[src/rtl/pipeline_hazard_ctrl.sv]
// Hazard sequencer for the 5-stage core: load-use bubbles, taken-branch flushes
// and MUL/DIV occupancy of EX, plus saturating stall/flush statistics.
module pipeline_hazard_ctrl #(
  parameter int unsigned MD_LATENCY = 4
) (
  input  logic        clk_i,
  input  logic        rst_n_i,
  input  logic [4:0]  ID_Rs1_i,
  input  logic [4:0]  ID_Rs2_i,
  input  logic        ID_UsesRs1_i,
  input  logic        ID_UsesRs2_i,
  input  logic        EX_MemRead_i,
  input  logic [4:0]  EX_Rd_i,
  input  logic        EX_MulDiv_i,
  input  logic        EX_BranchTaken_i,
  output logic        PC_Write_o,
  output logic        IFID_Write_o,
  output logic        IDEX_Write_o,
  output logic        IFID_Flush_o,
  output logic        IDEX_Flush_o,
  output logic        EXMEM_Flush_o,
  output logic        MD_Start_o,
  output logic        MD_Busy_o,
  output logic        MD_ResultValid_o,
  output logic [31:0] StallCycles_o,
  output logic [31:0] FlushCount_o
);

  typedef enum logic [1:0] {
    MD_IDLE = 2'd0,
    MD_RUN  = 2'd1,
    MD_DONE = 2'd2
  } md_state_e;

  localparam logic [3:0] CNT_INIT = 4'(MD_LATENCY - 2);

  md_state_e   state_q, state_d;
  logic [3:0]  cnt_q, cnt_d;
  logic [31:0] stall_cnt_q, stall_cnt_d;
  logic [31:0] flush_cnt_q, flush_cnt_d;
  logic        md_start;
  logic        md_stall;
  logic        load_use;

  always_ff @(posedge clk_i) begin
    if (!rst_n_i) begin
      state_q     <= MD_IDLE;
      cnt_q       <= 4'd0;
      stall_cnt_q <= 32'd0;
      flush_cnt_q <= 32'd0;
    end else begin
      state_q     <= state_d;
      cnt_q       <= cnt_d;
      stall_cnt_q <= stall_cnt_d;
      flush_cnt_q <= flush_cnt_d;
    end
  end

  // MUL/DIV handshake: MD_Start_o is a single-cycle request with no ready
  // back-pressure; the result is valid for exactly the one DONE cycle.
  // EX is frozen from the start cycle through the last RUN cycle.
  always_comb begin
    state_d  = state_q;
    cnt_d    = cnt_q;
    md_start = 1'b0;
    md_stall = 1'b0;
    case (state_q)
      MD_IDLE: begin
        if (EX_MulDiv_i) begin
          md_start = 1'b1;
          md_stall = 1'b1;
          cnt_d    = CNT_INIT;
          state_d  = MD_RUN;
        end
      end
      MD_RUN: begin
        md_stall = 1'b1;
        if (cnt_q == 4'd0) begin
          state_d = MD_DONE;
        end else begin
          cnt_d = cnt_q - 4'd1;
        end
      end
      MD_DONE: begin
        state_d = MD_IDLE;
      end
      default: begin
        state_d = MD_IDLE;
      end
    endcase
  end

  assign load_use = EX_MemRead_i && (EX_Rd_i != 5'd0) &&
                    ((ID_UsesRs1_i && (EX_Rd_i == ID_Rs1_i)) ||
                     (ID_UsesRs2_i && (EX_Rd_i == ID_Rs2_i)));

  // Reset forces the free-running pipeline view regardless of inputs.
  always_comb begin
    PC_Write_o    = 1'b1;
    IFID_Write_o  = 1'b1;
    IDEX_Write_o  = 1'b1;
    IFID_Flush_o  = 1'b0;
    IDEX_Flush_o  = 1'b0;
    EXMEM_Flush_o = 1'b0;
    if (rst_n_i) begin
      if (md_stall) begin
        PC_Write_o    = 1'b0;
        IFID_Write_o  = 1'b0;
        IDEX_Write_o  = 1'b0;
        EXMEM_Flush_o = 1'b1;
      end else if (EX_BranchTaken_i) begin
        IFID_Flush_o = 1'b1;
        IDEX_Flush_o = 1'b1;
      end else if (load_use) begin
        PC_Write_o   = 1'b0;
        IFID_Write_o = 1'b0;
        IDEX_Flush_o = 1'b1;
      end
    end
  end

  assign MD_Start_o       = rst_n_i && md_start;
  assign MD_Busy_o        = rst_n_i && (state_q == MD_RUN);
  assign MD_ResultValid_o = rst_n_i && (state_q == MD_DONE);

  always_comb begin
    stall_cnt_d = stall_cnt_q;
    flush_cnt_d = flush_cnt_q;
    if (!PC_Write_o && (stall_cnt_q != 32'hFFFF_FFFF)) begin
      stall_cnt_d = stall_cnt_q + 32'd1;
    end
    if (IFID_Flush_o && (flush_cnt_q != 32'hFFFF_FFFF)) begin
      flush_cnt_d = flush_cnt_q + 32'd1;
    end
  end

  assign StallCycles_o = stall_cnt_q;
  assign FlushCount_o  = flush_cnt_q;

endmodule

[config.mk]
export PLATFORM = sky130hd
export DESIGN_NAME = pipeline_hazard_ctrl
export DESIGN_NICKNAME = d
export VERILOG_FILES = /design/src/rtl/pipeline_hazard_ctrl.sv
export SDC_FILE = /design/constraint.sdc
export NUM_CORES = 1
export LEC_CHECK = 0
export CAP_MARGIN = 40
export CORE_AREA = 2 2 90 92
export DETAILED_ROUTE_END_ITERATION = 12
export DIE_AREA = 0 0 92 94
export PLACE_DENSITY = 0.77
export SETUP_SLACK_MARGIN = 0.05
export SLEW_MARGIN = 20
export SYNTH_ARGS = -nofsm -noshare
export SYNTH_HDL_FRONTEND = slang
export SYNTH_SLANG_ARGS = --single-unit
[constraint.sdc]
create_clock -name clk_i -period 2.85 [get_ports clk_i]
set_input_delay 0.57 -clock clk_i [delete_from_list [all_inputs] [get_ports clk_i]]
set_output_delay 0.57 -clock clk_i [all_outputs]
set_load 0.01 [all_outputs]
==> results.toml <==
[layout]
stdcell_count = 646
fill_cells = 669
layout.nets = 565
n_antenna_cell = 0
area_growth_pct = 36.5
final_cell_mix = "clkdlybuf4s50_1 (86), dfxtp_1 (70), nor2_1 (41)"
final_cell_area_um2 = 5060
final_common_cell = "clkdlybuf4s50_1"
drive_gt1_share_pct = 10.3
register_area_um2 = 1400
multiInputGateArea_um2 = 2190

[run]
maxCapViolations = 0

[sta]
fin_skew_ns = 0.00923
hold_viol = 0
slew_headroom_pct = 64.6
fmax_ghz = 0.372
worst_slew_pin_slew_ns = 0.527
slew_viol_final = 0
timing.final.crit_share_pct = 94.3
finalCriticalPeriod_ns = 2.69
fin_hold_ws_ns = 0.493
setup_violations = 0
rsz0062_at_grt = "true"

[global_route]
grt_start_max_net_pins = 36
gr-total-overflow = 0
grtUsageTotal_pct = 22.3
grt_pass1_wl_um = 15700
grt_pass1_vias = 3414
antenna_found_initial = 0

[floorplan]
core_area_um2 = 7610
die-area_um2 = 8650
die_w_um = 92
start_util_pct = 48.7
rows = 32
ioPinCount = 95
fp.dieH_um = 94

[routing]
met2RoutedLength_um = 4720
ant_nets = 0
vias_per_cell = 5.61
met3WireLength_um = 400
met1Wirelength_um = 4110
top_layer = "met4"
first_iter_violations = 100
drcViolationCount = 0
via_count = 3625
first_pass_iters = 4
wl_um = 9380
routedWlPerCell_um = 14.5

[clocking]
postCtsSetupBuffers = 0
root_buffer = "clkbuf_8"
ctsLongestPathBuffers = 2
cts.clk_slew.worst_paths_ns = 0.07
cts_made_buffers = 9
clock_latency_ns = 0.33
cts_tree = "done"
cts.htree.levels = 3
ctsHoldBuffers = 0
cts_sinks = 70

[yosys]
synth_edf_count = 0
yosys_warnings = 0
synth_area_per_cell_um2 = 8.62
ys_async_sr_fraction_pct = 0
synth_flop_cell = "dfxtp_1"
synth_cell_types = 55
synth_fp_nets = 455
synthCells = 430
syn-cell-area_um2 = 3710
ys_ff_latch = 70
ys_seq_area_share_pct = 37.8

[power_and_ir_drop]
ir_worst_vdd_mv = 0.237
power_leakage_nw = 1.78
powerDensity_nw_per_um2 = 416

[place]
dp_hpwl_um = 6840
io_buffers = 94
place_area_um2 = 4860
dp.cells = 631
gp_congestion = 0.895

[worst_hold_path]
whs_path_depth = 2
hold_path.class = "register to register"
holdPathEnd = "cnt_q[1]"
min_from = "cnt_q[1]"

[critical_path]
worstSetupStartpointType = "primary input"
path_delay_family = "buffers and inverters"
crit_slowest_cell = "clkdlybuf4s50_1"
path_max_fanout = 26
path_common_cell = "clkdlybuf4s50_1"
crit_buf_inv = 4
path_class = "primary input to output port"
cp-end-kind = "output port"
crit_chain = "clkdlybuf4s50_1, buf_6, nand3_1, inv_1, clkdlybuf4s50_1"
rr_worst_depth = 7
reg2reg_to = "FlushCount_o[27]"
cp_data_required_time_ns = 2.28
crit_arrival_ns = 2.12
r2r_start = "FlushCount_o[0]"
reg2reg_slack_ns = 0.68
max_stage_delay_ns = 0.55

[run_status]
status = "completed"
## state kept, by name, summed over array words and instances, names as in the netlist
name and flops:
FlushCount_o 32, StallCycles_o 32, state_q 2, cnt_q 4
## layer usage
| layer | global-route usage (%) | up-vias |
|---|---|---|
| met1 | 26.7 | 1705 |
| met5 | 0 | - |
| met3 | 3.45 | 18 |
| met2 | 39.7 | 107 |
| met4 | 9.20 | 0 |
| li1 | - | 1795 |
## kinds of logic after synthesis
logic type	synth area share, %
buffers and inverters	3.61
muxes	2.70
and+or+nand+nor	34.6
adders and majority gates	1.01
AOI/OAI and AO/OA	10.4
DFF	37.8
xor gates and xnor gates	9.92
## stage by stage
step	util [%]	total power (W)	setup WS [ns]	setup TNS (ns)
2_1_floorplan	-	0.00123	0.540	0
3_3_place_gp	63.9	0.00135	-0.238	-0.688
3_5_place_dp	63.9	0.00136	-0.304	-1.88
4_1_cts	66.4	0.00212	0.0835	0
5_1_grt	66.5	0.00220	0.0450	0
6_report	66.5	0.00210	0.163	0
## cell usage after synthesis, drive strengths merged, types with 3 or more instances
cell	number	share of area, %
a21oi	21	2.8
ha	3	1.0
or4	12	2.4
o41ai	3	0.71
nor3	18	3.0
mux2i	10	2.7
nand2	36	3.7
nor3b	3	0.61
xor2	13	3.1
nand4	28	5.9
nor2	42	4.7
or3	10	1.8
inv	10	1.0
and2	5	0.84
nand3	24	3.4
xnor2	29	6.9
and4	6	1.5
clkbuf	10	1.0
and3	10	1.7
buf	8	1.6
o31ai	12	2.6
nor4	8	1.8
dfxtp	70	38
nand2b	6	1.0
o21ai	12	1.6
## timing repair
action | in CTS | in global routing
pin swaps | 2 | 0
endpoints found under the setup margin | 3 | 4
cloned | 0 | 0
gates resized for setup | 12 | 2
## worst min-delay path, stage by stage (launching register included)
cell,delay [ns]
dfxtp_1,0.32
nand2_1,0.06
o2bb2ai_1,0.06
## worst max path at each step
stage / start / endpoint / slack (ns) / cells after the start
4_1_cts: rst_n_i / IFID_Flush_o / 0.08 / 5
5_1_grt: rst_n_i / IFID_Flush_o / 0.05 / 5
3_3_place_gp: EX_Rd_i[1] / PC_Write_o / -0.24 / 6
2_1_floorplan: EX_Rd_i[1] / PC_Write_o / 0.54 / 5
6_report: rst_n_i / IFID_Flush_o / 0.16 / 5
3_5_place_dp: EX_Rd_i[1] / IFID_Write_o / -0.30 / 6
## power by group
part | total (W) | switching [W] | internal (W) | leakage [nW]
logic | 0.000310 | 0.000155 | 0.000155 | 1.12
registers | 0.00103 | 0.0000253 | 0.00100 | 0.565
clock network | 0.000764 | 0.000365 | 0.000399 | 0.0931
total | 0.00210 | 0.000545 | 0.00156 | 1.78
## area by class of cell
class                   instances  share of cell area [%]
multi-input cells             332                    43.2
clock buffers                  11                    2.60
flip-flops and latches         70                    27.7
repair buffers                117                    22.3
clock inverters                 4                   0.964
inverters                      10                   0.742
well taps                     102                    2.52
(Power assumes the default switching activity.)
